--- src/rtl/step_counter_p.sv ---
// step_counter_p: bounded up/down step counter with wrap, saturate and bounce boundary modes.
module step_counter_p #(
  parameter int WIDTH  = 8,
  parameter int STEP_W = 4
) (
  input  logic              clk,
  input  logic              rst,
  input  logic              en,
  input  logic              up_down,
  input  logic [STEP_W-1:0] step,
  input  logic [1:0]        mode,
  input  logic [WIDTH-1:0]  lo,
  input  logic [WIDTH-1:0]  hi,
  input  logic              load,
  input  logic [WIDTH-1:0]  load_val,
  output logic [WIDTH-1:0]  count,
  output logic              dir,
  output logic              evt,
  output logic              cfg_err
);
  logic [WIDTH-1:0] step_n, count_n, clamp;
  logic [WIDTH:0]   sum, lim;
  logic             sat, bnc, up, cfg_bad, dir_n, evt_n;
  assign sat     = mode == 2'b01;
  assign bnc     = mode == 2'b10;
  assign cfg_bad = lo > hi;
  assign step_n  = WIDTH'(step);
  assign sum     = {1'b0, count} + {1'b0, step_n};
  assign lim     = {1'b0, lo} + {1'b0, step_n};
  assign clamp   = load_val < lo ? lo : load_val > hi ? hi : load_val;
  // bounce ignores up_down and steers from the stored direction
  assign up      = bnc ? dir : up_down;
  always_comb begin
    count_n = count;
    dir_n   = dir;
    evt_n   = 1'b0;
    if (!cfg_bad && load) begin
      count_n = clamp;
      dir_n   = up_down;
    end else if (!cfg_bad && en) begin
      dir_n = up;
      if (count < lo || count > hi) begin
        count_n = lo;
        dir_n   = up_down;
        evt_n   = 1'b1;
      end else if (step != '0) begin
        if (up) begin
          if (sum <= {1'b0, hi}) count_n = sum[WIDTH-1:0];
          else begin
            count_n = (sat || bnc) ? hi : lo;
            evt_n   = !sat || count != hi;
            if (bnc) dir_n = 1'b0;
          end
        end else begin
          if ({1'b0, count} >= lim) count_n = count - step_n;
          else begin
            count_n = (sat || bnc) ? lo : hi;
            evt_n   = !sat || count != lo;
            if (bnc) dir_n = 1'b1;
          end
        end
      end
    end
  end
  always_ff @(posedge clk) begin
    if (rst) begin
      count   <= '0;
      dir     <= 1'b1;
      evt     <= 1'b0;
      cfg_err <= 1'b0;
    end else begin
      count   <= count_n;
      dir     <= dir_n;
      evt     <= evt_n;
      cfg_err <= cfg_bad;
    end
  end
endmodule

--- config.mk ---
export PLATFORM = sky130hd
export DESIGN_NAME = step_counter_p
export DESIGN_NICKNAME = d
export VERILOG_FILES = /design/src/rtl/step_counter_p.sv
export SDC_FILE = /design/constraint.sdc
export NUM_CORES = 1
export LEC_CHECK = 0
export BUFFER_PORTS_ARGS = -buffer_cell sky130_fd_sc_hd__buf_2
export CAP_MARGIN = 15
export CORE_ASPECT_RATIO = 1.75
export CORE_MARGIN = 5
export CORE_UTILIZATION = 50
export CTS_CLUSTER_SIZE = 20
export DETAILED_ROUTE_END_ITERATION = 8
export GPL_TIMING_DRIVEN = 0
export PLACE_DENSITY = 0.71
export SLEW_MARGIN = 20
export SYNTH_ARGS = -nofsm -noshare
export SYNTH_HDL_FRONTEND = slang
export SYNTH_SLANG_ARGS = --single-unit
export TNS_END_PERCENT = 1
--- constraint.sdc ---
create_clock -name clk -period 10.8 [get_ports clk]
set_input_delay 0.54 -clock clk [delete_from_list [all_inputs] [get_ports clk]]
set_output_delay 0.54 -clock clk [all_outputs]
set_load 0.01 [all_outputs]
# Word level (Yosys, flattened, before mapping)
# Cells that the tools add are included.
[totals]
inputBits = 35
wordCells = 58
output_inout_bits = 11
register_bits = 11
[op_classes]
add_sub_neg = 3
bitwise_logic = 1
muxes = 26
n_reduce_logical = 13
n_eq_ne = 4
order_cmp = 7
[ops]
columns = ["operator", "n"]
rows = [
  ["$mux 8", 11],
  ["$gt 8x8->1", 3],
  ["$add 8x4->9", 2],
  ["$lt 8x8->1", 2],
  ["$ne 8x8->1", 2],
  ["$mux 1", 15],
  ["$ge 8x9->1", 1],
  ["$le 9x8->1", 1],
  ["$sub 8x4->8", 1],
  ["$logic_or 1x1->1", 4],
  ["$reduce_bool 4->1", 1],
  ["$reduce_bool 3->1", 1],
  ["$reduce_or 3->1", 1],
  ["$eq 2x1->1 const B", 1],
  ["$eq 2x2->1 const B", 1],
  ["$logic_and 1x1->1", 2],
  ["$logic_not 1->1", 2],
  ["$reduce_and 2->1", 1],
  ["$reduce_bool 2->1", 1],
  ["$not 1->1", 1],
]

# Depth between registers and ports, before layout
[depth]
ltp_word = 9
ltp_mapped = 16
mapped_depth_nobuf = 15

# Least setup slack after synthesis
# No wires, ideal clock.
[synth_timing]
path_kind = "input -> register"
startpoint = "input step[2]"
endpoint = "register count[3]"
setup_time_ns = 0.103
required_ns = 10.697
arrival_time_ns = 3.605
n_path_buf = 2
path_slack_ns = 7.091
cell_stages = 16
cell_sequence = "inv_1 -> ha_1 -> buf_6 -> or3b_1 -> a31oi_1 -> o21ai_1 -> xnor2_1 -> ha_1 -> and3_1 -> a221oi_2 -> o2bb2ai_2 -> and2_1 -> buf_6 -> nand3_1 -> a31o_1 -> a2111oi_2"
[synth_via]
elab_chain_cells = 8
word_cells_on_any_way = 15
cone_classes = "add/sub: 3; order compare: 2; mux: 7; reduce/logical: 3"
[synth_rtl]
columns = ["item", "line_no", "source"]
rows = [
  ["from (decl)", "10", "input logic [STEP_W-1:0] step,"],
  ["$add 8x4->9, on equally long branches", "29, 28", ""],
  ["$ge 8x9->1 or $le 9x8->1 (tied branches)", "55, 48", ""],
  ["$mux 8, on equally long branches", "55, 48", ""],
  ["$mux 8", "47", "if (up) begin"],
  ["$mux 8", "46", "end else if (step != '0) begin"],
  ["$mux 8", "42", "if (count < lo || count > hi) begin"],
  ["$mux 8", "40", "end else if (!cfg_bad && en) begin"],
  ["$mux 8", "37", "if (!cfg_bad && load) begin"],
  ["to (signal assigned)", "72", "count <= count_n;"],
  ["to (decl)", "16", "output logic [WIDTH-1:0] count,"],
]
# Several ways; a longest one is shown, not always the timed one. The select of a mux whose other input is x is not followed.
# A chain may end at the register's enable or synchronous reset.

# Worst setup path in the final report
[layout_timing]
startpoint = "register count[2]"
endpoint = "register count[5]"
[layout_via]
elab_chain_cells = 8
word_cells_on_any_way = 16
cone_classes = "add/sub: 2; order compare: 4; mux: 7; reduce/logical: 3"
[layout_rtl]
columns = ["item", "line_no", "source"]
rows = [
  ["$add 8x4->9", "28", "assign sum = {1'b0, count} + {1'b0, step_n};"],
  ["$le 9x8->1", "48", "if (sum <= {1'b0, hi}) count_n = sum[WIDTH-1:0];"],
  ["$mux 8", "48", ""],
  ["$mux 8", "47", ""],
  ["$mux 8", "46", ""],
  ["$mux 8", "42", ""],
  ["$mux 8", "40", ""],
  ["$mux 8", "37", ""],
]
# Several ways; a longest one is shown, not always the timed one. The select of a mux whose other input is x is not followed.

==> flow_summary.toml <==
[worst_setup_path]
cp_max_fo = 9
critPathMaxStageDelay_ns = 0.51
critPathTopFamily = "compound AO/OA/AOI/OAI gates"
worst_setup_path_end_kind = "flop"
crit_required_ns = 10.95
worstPathCellList = "ha_1 -> buf_6 -> or3b_1 -> a31oi_1 -> o21ai_1 -> xnor2_1 -> ha_1 -> and3_1 -> a221oi_2 -> o2bb2ai_2 -> and2_1 -> buf_6 -> a31oi_1 -> a31o_1 -> a311oi_1"
critPathArrivalTime_ns = 4.17
path_class = "reg -> reg"
start_kind = "flop"
reg2reg_from = "count[2]"
crit_start = "count[2]"
critPathSlowestCell = "dfxtp_1"
crit_buf_inv = 2

[flow_run]
cap_violations = 0

[cts]
cts_tree = "done"
max-clock-path-buffers = 2
clock_latency_ns = 0.25
cts_setup_buffers = 0
numCtsBuffers = 3
cts_root_buffer = "clkbuf_16"
clk_pin_slew_ns = 0.05
cts_resized = 0
cts_max_level = 1
clock_sinks = 11
cts_hold_buf = 0

[synth]
synth_seq_area_share = 0.0656
syn_area_um2 = 3350
synth_edf_count = 0
syn_nets = 521
synth_ff_type = "dfxtp_1"
synth_seq_cells = 11
synth.avg_cell_area_um2 = 8.10
synthArstFlopShare = 0
synth_cell_type_count = 77
syn_inst = 414
yosysWarnings = 0

[floorplan]
die-area_um2 = 8510
initial_core_util = 0.513
ios = 46
coreArea_um2 = 6540
die_w_um = 71.9
num_rows = 39
die_h_um = 118

[power]
ir_drop_mv = 0.0535
p_per_area_nw_per_um2 = 107
total_power_mw = 0.401
p_leak_nw = 1.76

[final_layout]
design_area_um2 = 3760
seq_area_um2 = 220
multiInputGateArea_um2 = 2890
fill_cells = 661
final_cell_mix = "ha_1, buf_2, nor2_1"
n_antenna_cell = 0
synthToLayoutAreaGrowth_pct = 12.1
nNetsFinal = 571
mostFrequentLayoutCell = "ha_1"
fin_cells = 545
final_layout_size_suffix_gt1_frac = 0.197

[route]
vias = 3544
vias_per_cell = 6.50
drtPass1Iterations = 4
wl_per_cell_um = 20.4
ant_nets = 0
first_iter_violations = 184
drt-total-wl_um = 11100
drcViolationCount = 0

[place]
dp_hpwl_um = 9250
routabilityCongestion = 0.955
io_buffers = 45
placed_area_um2 = 3680
place_inst = 541

[global_routing]
grt_max_degree = 11
grt_pass1_wl_um = 17700
grt_pass1_vias = 3586
track_usage = 0.263
overflow = 0
antenna_found_initial = 0

[timing]
finalHoldViolations = 0
timing.setup.tns_ns = 0
finClkSkew_ns = 0.00421
finalCritPeriodShare = 0.373
max_freq_mhz = 248
setup_viol = 0
finalCriticalPeriod_ns = 4.03
rsz0062_at_grt = "no"
slew_violations = 0
whs_ns = 0.506
tightest_slew_ns = 0.665
maxSlewHeadroom = 0.557

[min_path]
hold_path_class = "in -> reg"
hp-start = "rst"

[status]
status = "finished, final reports clean"
## power breakdown
group	internal (mW)	switching (mW)	total, mW	leakage, nW
logic	0.113	0.159	0.271	1.63
registers	0.0458	0.0116	0.0575	0.0910
clock network	0.0499	0.0223	0.0723	0.0382
## state kept, by name, summed over array words and instances (netlist names)
| register | flops |
|---|---|
| count | 8 |
| dir | 1 |
| cfg_err | 1 |
| evt | 1 |
## cells in the mapped netlist, drive strengths merged, types with 8 or more instances
master	instances	share of area
inv	30	0.034
ha	69	0.26
nand4	12	0.022
dfxtp	11	0.066
nand2	26	0.030
a21oi	23	0.035
xnor2	9	0.026
o21ai	32	0.049
nor2b	8	0.015
mux2i	10	0.030
a211oi	8	0.023
buf	9	0.023
nor2	33	0.039
nand3	16	0.025
## per-layer routing
metal / track usage / vias up / routed length [um]
met4: 0.200 / 0 / 872
met1: 0.288 / 1662 / 4070
met5: 0 / - / 0
li1: - / 1680 / -
met2: 0.464 / 143 / 5700
met3: 0.00680 / 59 / 454
## cell type report
class / count / share of cell area
Multi-Input combinational cell: 357 / 0.768
Timing Repair Buffer: 45 / 0.0599
Sequential cell: 11 / 0.0585
Buffer: 16 / 0.0353
Inverter: 30 / 0.0299
Tap cell: 82 / 0.0273
Clock buffer: 4 / 0.0210
## final timing paths
path,endpoint,slack (ns),depth (start not counted)
worst max-delay path,count[5],6.77,15
worst max register to register,count[5],6.77,15
worst min register to register,dir,0.57,2
worst min-delay path,evt,0.51,2
## per-stage QoR
step	util	worst slack (ns)
floorplan	-	7.09
global placement	0.563	6.62
detailed placement	0.563	6.56
CTS	0.575	6.78
global route	0.575	6.46
finish	0.575	6.77
## cells by family (layout without fill, tap and decap cells)
logic type,Yosys count,in the layout,synth area share
mux,15,15,0.0477
buf+inv,46,95,0.0731
compound gates,138,138,0.317
xor+xnor,16,16,0.0440
simple gates,116,116,0.177
fa+ha+maj,72,72,0.275
flops,11,11,0.0656
Power figures use the tool's default switching activity.
